[src/rtl/dmem_store_buffer.sv]
// dmem_store_buffer: posted-write buffer between the EX/MEM pipeline register
// and the single-port, byte-addressed data memory. Word stores are accepted in
// one cycle, held in a circular FIFO, and drained to memory whenever the port
// is not needed by a load (or when the buffer is full). Younger loads to a
// buffered word get the youngest matching store data forwarded.
//
// Optional feature (macro STBUF_COALESCE_EN): a store to the same word as the
// youngest buffered entry overwrites that entry instead of allocating a new one.
module dmem_store_buffer #(
    parameter int DEPTH = 4,
    parameter int AW    = 32,
    parameter int DW    = 32
) (
    input  logic                     clk,
    input  logic                     rst,
    input  logic                     st_valid,
    input  logic [AW-1:0]            st_addr,
    input  logic [DW-1:0]            st_data,
    output logic                     st_ready,
    output logic                     st_err,
    input  logic                     ld_valid,
    input  logic [AW-1:0]            ld_addr,
    output logic                     ld_hit,
    output logic [DW-1:0]            ld_fwd_data,
    output logic                     ld_stall,
    output logic [AW-1:0]            dmem_addr,
    output logic [DW-1:0]            dmem_wdata,
    output logic                     dmem_we,
    output logic [$clog2(DEPTH):0]   count,
    output logic                     empty,
    output logic                     full
);

    localparam int PW  = $clog2(DEPTH);
    localparam int CW  = PW + 1;
    localparam int WAW = AW - 2;

    typedef enum logic {
        IDLE  = 1'b0,
        WRITE = 1'b1
    } state_t;

    // Entry storage: word address and data. Validity comes from head/count,
    // so the storage itself needs no reset.
    logic [WAW-1:0] addr_mem [DEPTH];
    logic [DW-1:0]  data_mem [DEPTH];

    logic [PW-1:0]  head_reg;
    logic [PW-1:0]  tail_reg;
    logic [CW-1:0]  count_reg;
    state_t         state_reg;
    logic           st_err_reg;
    logic [AW-1:0]  dmem_addr_reg;
    logic [DW-1:0]  dmem_wdata_reg;
    logic           dmem_we_reg;

    logic           aligned;
    logic           push;
    logic           pop;
    logic           coal;
    logic [DEPTH-1:0] entry_match;

    // Byte offset of a load is irrelevant: forwarding is whole-word only.
    logic           ld_offset_unused;
    assign ld_offset_unused = ^ld_addr[1:0];

    assign full    = (count_reg == CW'(DEPTH));
    assign empty   = (count_reg == '0);
    assign aligned = (st_addr[1:0] == 2'b00);

    // The drain owns the port when no load needs it, or when the buffer is
    // full (otherwise a full buffer plus a stream of loads would deadlock).
    assign pop = !empty && (!ld_valid || full);

`ifdef STBUF_COALESCE_EN
    logic [PW-1:0] youngest_idx;
    assign youngest_idx = tail_reg - PW'(1);
    // Merge into the youngest entry unless that entry is leaving this edge
    // (only possible when it is also the oldest, i.e. a single entry).
    assign coal = st_valid && aligned && !empty
               && (addr_mem[youngest_idx] == st_addr[AW-1:2])
               && !(pop && (count_reg == CW'(1)));
    assign st_ready = !full || coal;
`else
    assign coal     = 1'b0;
    assign st_ready = !full;
`endif

    // Allocation uses the pre-edge st_ready, so a full buffer never pushes
    // even if it pops on the same edge.
    assign push = st_valid && aligned && st_ready && !coal;

    // Per-entry validity (age from head below occupancy) and load match.
    generate
        for (genvar gi = 0; gi < DEPTH; gi++) begin : g_entry
            logic [PW-1:0] age;
            logic          valid;
            assign age   = PW'(gi) - head_reg;
            assign valid = ({1'b0, age} < count_reg);
            assign entry_match[gi] = valid && (addr_mem[gi] == ld_addr[AW-1:2]);
        end
    endgenerate

    // Walk entries oldest to youngest so the youngest match is the one kept.
    always_comb begin
        logic [PW-1:0] idx;
        ld_hit      = 1'b0;
        ld_fwd_data = '0;
        idx         = '0;
        for (int k = 0; k < DEPTH; k++) begin
            idx = head_reg + PW'(k);
            if (entry_match[idx]) begin
                ld_hit      = 1'b1;
                ld_fwd_data = data_mem[idx];
            end
        end
    end

    assign ld_stall = ld_valid && full && !ld_hit;

    // Entry writes: allocate at tail, or merge into the youngest entry.
    always_ff @(posedge clk) begin
        if (push) begin
            addr_mem[tail_reg] <= st_addr[AW-1:2];
            data_mem[tail_reg] <= st_data;
        end
`ifdef STBUF_COALESCE_EN
        if (coal) begin
            data_mem[youngest_idx] <= st_data;
        end
`endif
    end

    // FIFO pointers, occupancy and misaligned-store error pulse.
    always_ff @(posedge clk or negedge rst) begin
        if (!rst) begin
            head_reg   <= '0;
            tail_reg   <= '0;
            count_reg  <= '0;
            st_err_reg <= 1'b0;
        end else begin
            if (push) begin
                tail_reg <= tail_reg + PW'(1);
            end
            if (pop) begin
                head_reg <= head_reg + PW'(1);
            end
            case ({push, pop})
                2'b10:   count_reg <= count_reg + CW'(1);
                2'b01:   count_reg <= count_reg - CW'(1);
                default: count_reg <= count_reg;
            endcase
            st_err_reg <= st_valid && !aligned;
        end
    end

    // Drain FSM: registers the head entry onto the memory write port; WRITE
    // holds for exactly one cycle per drained entry, back-to-back if needed.
    always_ff @(posedge clk or negedge rst) begin
        if (!rst) begin
            state_reg      <= IDLE;
            dmem_addr_reg  <= '0;
            dmem_wdata_reg <= '0;
            dmem_we_reg    <= 1'b0;
        end else begin
            case (state_reg)
                IDLE: begin
                    if (pop) begin
                        dmem_addr_reg  <= {addr_mem[head_reg], 2'b00};
                        dmem_wdata_reg <= data_mem[head_reg];
                        dmem_we_reg    <= 1'b1;
                        state_reg      <= WRITE;
                    end else begin
                        dmem_we_reg    <= 1'b0;
                    end
                end
                WRITE: begin
                    if (pop) begin
                        dmem_addr_reg  <= {addr_mem[head_reg], 2'b00};
                        dmem_wdata_reg <= data_mem[head_reg];
                        dmem_we_reg    <= 1'b1;
                        state_reg      <= WRITE;
                    end else begin
                        dmem_we_reg    <= 1'b0;
                        state_reg      <= IDLE;
                    end
                end
                default: begin
                    dmem_we_reg <= 1'b0;
                    state_reg   <= IDLE;
                end
            endcase
        end
    end

    assign st_err     = st_err_reg;
    assign dmem_addr  = dmem_addr_reg;
    assign dmem_wdata = dmem_wdata_reg;
    assign dmem_we    = dmem_we_reg;
    assign count      = count_reg;

endmodule

[config.mk]
export PLATFORM = sky130hd
export DESIGN_NAME = dmem_store_buffer
export DESIGN_NICKNAME = d
export VERILOG_FILES = /design/src/rtl/dmem_store_buffer.sv
export SDC_FILE = /design/constraint.sdc
export NUM_CORES = 1
export LEC_CHECK = 0
export ABC_AREA = 1
export ABC_CLOCK_PERIOD_IN_PS = 5900
export BUFFER_PORTS_ARGS = -buffer_cell sky130_fd_sc_hd__buf_2
export CORE_MARGIN = 10
export CORE_UTILIZATION = 42
export DETAILED_ROUTE_END_ITERATION = 16
export PLACE_DENSITY_LB_ADDON = 0.15
export SYNTH_ARGS = -nofsm -noshare
export SYNTH_HDL_FRONTEND = slang
export SYNTH_SLANG_ARGS = --single-unit
export TNS_END_PERCENT = 50
[constraint.sdc]
create_clock -name clk -period 5.9 [get_ports clk]
set_clock_uncertainty 0.2 [all_clocks]
set_input_delay 1.18 -clock clk [delete_from_list [all_inputs] [get_ports clk]]
set_output_delay 1.18 -clock clk [all_outputs]
set_load 0.01 [all_outputs]
# After elaboration in Yosys (flattened, before gate mapping)
# Memories as Yosys holds them, arrays and structs flattened. A register that Yosys moved wholly into a read port is not among the register bits.
# Index checks and enable logic that the tools add are counted.
# totals
out_inout_bits	106
wordCells	76
mem_count	2
rom_bits	0
inputBits	100
regBits	73
latchBits	0
ramBits	248
# op_classes
n_bitwise	0
n_addsub	10
eq_ne	7
mux	22
shifts	0
magnitude_cmp	8
mul	0
reduce_logical	20
n_div	0
# memory_table
name	words	word_bits	rd	rd_ports_with_merged_regs	wr	line_no	text
data_mem	4	32	4	0	1	46	logic [DW-1:0] data_mem [DEPTH];
addr_mem	4	30	5	1	1	45	logic [WAW-1:0] addr_mem [DEPTH];
# op_table
cell	count
32-bit 2-to-1 mux	6
30-bit equality test	4
2-bit by 3-bit less-than comparator with 1-bit output	4
2-bit by 3-bit less-than comparator with 1-bit output (second input constant)	4
1-bit 2-to-1 mux	11
1-bit logical AND	10
1-bit binary-select mux with 2-bit select	4
1-bit logical NOT	6
3-bit one-hot mux with 2 select lines	1
2-bit by 1-bit adder with 2-bit output (second input constant)	2
2-bit adder (second input constant)	2
1-bit by 2-bit subtractor with 2-bit output (first input constant)	2
2-bit subtractor (first input constant)	2
3-bit by 1-bit adder with 3-bit output (second input constant)	1
3-bit equality test (second input constant)	1
3-bit logical NOT	1
3-bit by 1-bit subtractor with 3-bit output (second input constant)	1
2-bit by 1-bit equality test with 1-bit output (second input constant)	1
2-bit equality test (second input constant)	1
2-bit logical NOT	1
2-bit nonzero test	1
1-bit logical OR	1

# Logic depth before layout (Yosys ltp)
# Gate-level depths: netlist of run 1.
# logic_depth
depth_word	11
depth_mapped	22
depth_no_buf	17

# Least setup slack after synthesis of run 1
# OpenSTA, ideal clock, no wires.
# synth_path
path_kind	in2reg
start	in st_addr[1]
end	mem addr_mem[0][0] in the netlist's numbering, enable pin
path_slack_ns	1.037
cell_stages	3
t_arrival_ns	4.180
setup_ns	0.483
required_ns	5.217
path_buffers	0
path_cell_list	nor2_1 -> nand3_1 -> nor2_1
# synth_via
elab_chain_cells	5
# synth_rtl
item	line_no	text
start, declared	17	input logic [AW-1:0] st_addr,
2-bit logical NOT	69	assign aligned = (st_addr[1:0] == 2'b00);
1-bit logical AND (2 in series)	91	assign push = st_valid && aligned && st_ready && !coal;
1-bit 2-to-1 mux	123	if (push) begin
1-bit 2-to-1 mux (implied by the code)	124	addr_mem[tail_reg] <= st_addr[AW-1:2];
end, declared	45	
# No other way between the ends.

# Worst setup path in the final report of run 1
# layout_path
start	reg head_reg[0]
end	out ld_fwd_data[1]
# layout_via
elab_chain_cells	9
word_cells_on_any_way	28
cone_classes	add/sub: 7; order compare: 4; mux: 12; reduce/logical: 4; memory: 1
# layout_rtl
item	line_no	text
start, declared	48	logic [PW-1:0] head_reg;
start signal, assigned	146	head_reg <= head_reg + PW'(1);
1-bit by 2-bit subtractor with 2-bit output / 2-bit subtractor (equally long branches)	98	assign age = PW'(gi) - head_reg;
2-bit by 3-bit less-than comparator with 1-bit output	99	assign valid = ({1'b0, age} < count_reg);
1-bit logical AND	100	assign entry_match[gi] = valid && (addr_mem[gi] == ld_addr[AW-1:2]);
1-bit binary-select mux with 2-bit select	112	if (entry_match[idx]) begin
1-bit 2-to-1 mux (implied by the code)	112	
32-bit 2-to-1 mux (3 in series)	112	
32-bit 2-to-1 mux *	112	
end, declared	24	output logic [DW-1:0] ld_fwd_data,
# Every way passes the cells marked *; elsewhere a longest branch is shown, timed or not. The select of a mux whose other input is x is not followed.

==> results of run 1 <==
## area by class of cell
cell class / count / area (sq um) / share of cell area [%]
Timing Repair Buffer: 230 / 1250 / 6.28
Tap cell: 525 / 657 / 3.31
Antenna cell: 11 / 27.5 / 0.139
Sequential cell: 319 / 9230 / 46.5
Multi-Input combinational cell: 1234 / 6760 / 34.0
Inverter: 180 / 678 / 3.42
Clock buffer: 49 / 1000 / 5.04
Clock inverter: 17 / 246 / 1.24
## power by group
group / internal (mW) / switching [mW]
clock network: 1.46 / 0.912
logic: 1.94 / 3.54
registers: 2.79 / 0.185
total: 6.19 / 4.64
## layer usage
layer / share of wire, % / global-route usage (%) / up-vias
met3: 6.2 / 4.51 / 104
li1: - / - / 6478
met1: 40 / 21.3 / 6153
met5: 0.22 / 0 / -
met2: 51 / 33.5 / 305
met4: 2.8 / 7.24 / 16
## per-stage QoR
stage | instances | power, mW | instance area, sq um | hold slack [ps] | utilization (%)
2_1_floorplan | 1842 | 6.68 | 17000 | 347 | -
3_3_place_gp | 2488 | 8.50 | 18500 | 285 | 46.5
3_5_place_dp | 2488 | 8.59 | 18500 | 289 | 46.5
4_1_cts | 2554 | 11.0 | 19800 | 302 | 49.6
5_1_grt | 2560 | 11.7 | 19800 | 316 | 49.7
6_report | 2565 | 10.8 | 19800 | 298 | 49.7
## timing repair
action,4_1_cts,5_1_grt
hold buffers,0,0
endpoints found under the setup margin,2,17
gates resized for setup,1,5
gates cloned,0,0
## cells by family (layout without fill, tap and decap cells)
kind of cell               Yosys count  in the layout  share of synthesized area, %
xor gates and xnor gates           104            104                          5.35
and+or+nand+nor                    717            717                          17.1
adders and majority gates           10             10                         0.780
buffers and inverters              289            476                          6.66
DFF                                319            319                          54.2
other                                1             13                        0.0220
AOI/OAI and AO/OA                  280            280                          8.35
muxes                              121            121                          7.54
## critical path, stage by stage (launching register included)
cell	delay, ps
dfrtp_4	490
nand2_1	290
inv_4	250
nor2_4	170
ha_1	240
inv_1	50
nor2_1	30
a21oi_1	130
nand3_1	80
nor2_1	180
nand4_1	190
nand3_2	410
nand2_1	90
buf_4	310
nand2_1	130
nand2_1	60
a21oi_1	310
buf_2	210
## synth_stat cells (9+ instances only)
cell / number / area [sq um]
a21oi_1: 43 / 215
buf_1: 9 / 33.8
buf_2: 33 / 165
clkbuf_1: 65 / 244
dfrtp_1: 71 / 1780
edfxtp_1: 248 / 7450
ha_1: 9 / 113
inv_1: 178 / 668
mux2_2: 57 / 642
mux2i_1: 64 / 641
nand2_1: 487 / 1830
nand3_1: 82 / 410
nand4_1: 42 / 263
nor2_1: 104 / 390
o21ai_0: 212 / 1060
o21ai_1: 20 / 100
xnor2_1: 57 / 499
xor2_1: 47 / 412
## how the worst max path moves through the flow
stage          depth (start not counted)                     from                  endpoint
2_1_floorplan                          3               st_addr[1]  addr_mem[0][0]$_DFFE_PP_
3_3_place_gp                          16  head_reg[0]$_DFFE_PN0P_           ld_fwd_data[12]
3_5_place_dp                          16  head_reg[0]$_DFFE_PN0P_           ld_fwd_data[12]
4_1_cts                               14  head_reg[0]$_DFFE_PN0P_           ld_fwd_data[12]
5_1_grt                               17  head_reg[1]$_DFFE_PN0P_            ld_fwd_data[6]
6_report                              17  head_reg[0]$_DFFE_PN0P_            ld_fwd_data[1]
==> results.json, run 1 <==
{
  "status": "finished clean",
  "pin_count": 206,
  "grt_pass1_wl_um": 73300,
  "grt_pass1_vias": 13138,
  "remaining_drc_errors": 0,
  "viasPerCell": 5.09,
  "first_pass_iters": 5,
  "crit_type": "flop to primary output",
  "rsz0062_at_grt": "false",
  "grt_usage_pct": 18.8,
  "drv_cap": 0,
  "netlist_instances": 1841,
  "setup-violations-final": 0,
  "antenna_found_initial": 17,
  "wire_per_inst_um": 18.3,
  "avgSynthCellArea_sq_um": 9.24,
  "r2r-end": "data_mem[1][16]$_DFFE_PP_",
  "gp_congestion": 0.799,
  "final-hold-violation-count": 0,
  "dpl.hpwl_um": 30500,
  "cts_tree": "yes",
  "synth-async-reset-ratio_pct": 22.3,
  "setup_ws_ps": 339,
  "relSlewSlack_pct": 38.9,
  "hold_path_depth": 1,
  "place_ws_ps": 578,
  "hold_path.class": "flop to flop",
  "worstRegToRegCells": 7,
  "ir_drop_v": 0.000452,
  "grt_max_degree": 78,
  "rrSetupSlack_ps": 2650,
  "fp.dieH_um": 221,
  "drt_iter0_markers": 725,
  "synthToLayoutAreaGrowth_pct": 16.7,
  "via_count": 13056,
  "end_kind": "primary output",
  "mostFrequentLayoutCell": "nand2_1",
  "fin_crit_sh_pct": 94.2,
  "start_util_pct": 42.6,
  "portBuffers": 201,
  "fin_tns_setup_ps": 0,
  "drv_slew": 0,
  "arrival_ps": 4180,
  "die_area_sq_um": 49000,
  "drt_wl_total_um": 46900,
  "numCtsBuffers": 37,
  "synth-main-ff-cell": "edfxtp_1",
  "yosysWarnings": 0,
  "synth-edff-count": 248,
  "final_cell_mix": "nand2_1, edfxtp_1, o21ai_0",
  "powerDensity_nw_per_um2": 546,
  "nFillCells": 3650,
  "core_area_sq_um": 39900,
  "tightest_slew_ps": 915,
  "synthDistinctLibCells": 25,
  "clock_path_buffers": 3,
  "holdPathEnd": "dmem_wdata[25]$_DFFE_PN0P_",
  "drive_above_1_share_pct": 17.9,
  "htreeDepth": 2,
  "syn-cell-area_sq_um": 17000,
  "worstSkewPairLatency_ps": 550,
  "core.rowCount": 73,
  "nNetsFinal": 2112,
  "clkSlewWorstSetupHoldPaths_ps": 60,
  "p_leak_nw": 8.45,
  "crit_required_ps": 4520,
  "ant_nets": 0,
  "root_buffer": "clkbuf_16",
  "ys_ff_latch": 319,
  "largest_reg_flops": 128,
  "fmax_mhz": 180,
  "cts.sink_count": 319,
  "r2r_start": "count[0]$_DFFE_PN0P_",
  "overflow": 0,
  "fin_crit_ps": 5560,
  "critPathMaxFanout": 33,
  "die_w_um": 221,
  "hp-start": "dmem_wdata[25]$_DFFE_PN0P_",
  "postCtsSetupRepairBufs": 0,
  "yosysSeqAreaShare_pct": 54.2,
  "crit_path_start_kind": "flop"
}
(Power assumes the default switching activity.)
==> run 2: changes to the inputs <==
CTS_BUF_LIST = sky130_fd_sc_hd__clkbuf_8   (was default)
PLACE_DENSITY_LB_ADDON = 0.2   (was 0.15)
==> run 2 against run 1 <==
Effect of this change: via count up 1.5%; worst hold slack better by 1.7 ps; highest routed layer unchanged; total power decreased by 1.9%; sequential cell count is the same; largest cell class unchanged; utilization down 0.14 points; largest power group unchanged; die area stayed put; first-iteration DRC count is 12% higher.
==> results.json, run 2 (synthesized netlist as in run 1, its figures left out) <==
{
  "ant_nets": 0,
  "cts.sink_count": 319,
  "final_cell_mix": "nand2_1, edfxtp_1, o21ai_0",
  "p_leak_nw": 8.54,
  "drv_cap": 0,
  "relSlewSlack_pct": 37.5,
  "clkSlewWorstSetupHoldPaths_ps": 70,
  "final-hold-violation-count": 0,
  "slowest_delay_ps": 490,
  "grt_usage_pct": 19.2,
  "path_buf_inv": 5,
  "nNetsFinal": 2131,
  "crit_type": "flop to primary output",
  "m1WireLength_um": 19600,
  "dr_wl_met2_um": 23600,
  "critPathMaxFanout": 28,
  "core_area_sq_um": 39900,
  "cts_tree": "yes",
  "cp_slowest_cell": "dfrtp_4",
  "largest_reg_flops": 128,
  "grt_pass1_vias": 13685,
  "cp_top_family": "simple AND/OR/NAND/NOR gates",
  "dr.max_layer_used": "met5",
  "worstSkewPairLatency_ps": 640,
  "final_util_pct": 49.6,
  "start_util_pct": 42.6,
  "ir_drop_v": 0.000322,
  "drive_above_1_share_pct": 18.9,
  "synthToLayoutAreaGrowth_pct": 16.3,
  "die_area_sq_um": 49000,
  "arrival_ps": 4230,
  "rrSetupSlack_ps": 2690,
  "die_w_um": 221,
  "drt_wl_total_um": 47800,
  "fin_crit_sh_pct": 95.2,
  "clock_path_buffers": 3,
  "core.rowCount": 73,
  "drt_iter0_markers": 811,
  "tightest_slew_ps": 935,
  "antenna_found_initial": 17,
  "grt_pass1_wl_um": 74600,
  "overflow": 0,
  "end_kind": "primary output",
  "crit_required_ps": 4520,
  "dpl.hpwl_um": 30500,
  "setup-violations-final": 0,
  "gp_congestion": 0.801,
  "via_count": 13246,
  "hold_path.class": "flop to flop",
  "placed_cell_area_sq_um": 18600,
  "grt_max_degree": 76,
  "wire_per_inst_um": 18.4,
  "fp.dieH_um": 221,
  "mostFrequentLayoutCell": "nand2_1",
  "fmax_mhz": 178,
  "powerDensity_nw_per_um2": 537,
  "routed-wl-met3_um": 3440,
  "post-route-cell-area_sq_um": 19800,
  "pin_count": 206,
  "crit_path_start_kind": "flop",
  "rsz0062_at_grt": "false",
  "root_buffer": "clkbuf_8",
  "status": "finished clean",
  "htreeDepth": 2,
  "numCtsBuffers": 56,
  "fin_crit_ps": 5610,
  "portBuffers": 201,
  "path_cells": "nand2_2 > inv_4 > nor2_4 > buf_6 > ha_1 > inv_1 > nor2_1 > a21oi_1 > nand3_1 > nor2_1 > nand4_1 > nand3_4 > buf_4 > nand3_1 > nand2_1 > nand2_1 > a21oi_1 > buf_2",
  "viasPerCell": 5.09,
  "remaining_drc_errors": 0,
  "first_pass_iters": 5,
  "drv_slew": 0,
  "fin_tns_setup_ps": 0,
  "hold_buffers": 0
}
-- run 2: cell type report --
type	instances	area, sq um
antenna	7	17.5
clock buffer	66	908
clock inverter	39	272
fill	3667	20100
inverter	180	681
multi-input combinational	1234	6760
sequential	319	9230
tap	525	657
timing repair buffer	230	1260
-- run 2: stage by stage --
stage	std cells	hold slack [ps]	power (mW)	setup WS (ps)
finish	2600	299	10.6	285
global placement	2488	284	8.48	424
detailed placement	2488	290	8.59	321
floorplan	1842	347	6.68	1040
global route	2597	317	11.5	7.37
CTS	2593	303	10.7	119
-- run 2: what timing repair did --
| item | in CTS | in global routing |
|---|---|---|
| setup endpoints to repair | 34 | 25 |
| pin swaps | 0 | 1 |
| resized for setup | 5 | 5 |
| setup buffers | 0 | 0 |
-- run 2: path summary, 6_finish.rpt --
check	startpoint	to	cells past startpoint
worst max-delay path	head_reg[0]$_DFFE_PN0P_	ld_fwd_data[31]	18
worst min-delay path	dmem_wdata[15]$_DFFE_PN0P_	dmem_wdata[15]$_DFFE_PN0P_	1
worst max register to register	count[0]$_DFFE_PN0P_	data_mem[0][31]$_DFFE_PP_	7
worst min register to register	dmem_wdata[15]$_DFFE_PN0P_	dmem_wdata[15]$_DFFE_PN0P_	1
max in group asynchronous	rst	head_reg[1]$_DFFE_PN0P_	2
min in group asynchronous	rst	dmem_addr[21]$_DFFE_PN0P_	1
-- run 2: power breakdown --
group	leakage, nW	total (mW)	switching (mW)	internal (mW)
registers	3.09	2.98	0.190	2.79
clock network	0.691	2.11	0.920	1.19
logic	4.76	5.54	3.58	1.95
total	8.54	10.6	4.69	5.94
-- run 2: layer usage --
layer	track usage, %	vias to the layer above
met5	0	-
met4	7.09	22
met3	5.06	89
met2	33.3	377
met1	22.3	6256
li1	-	6502
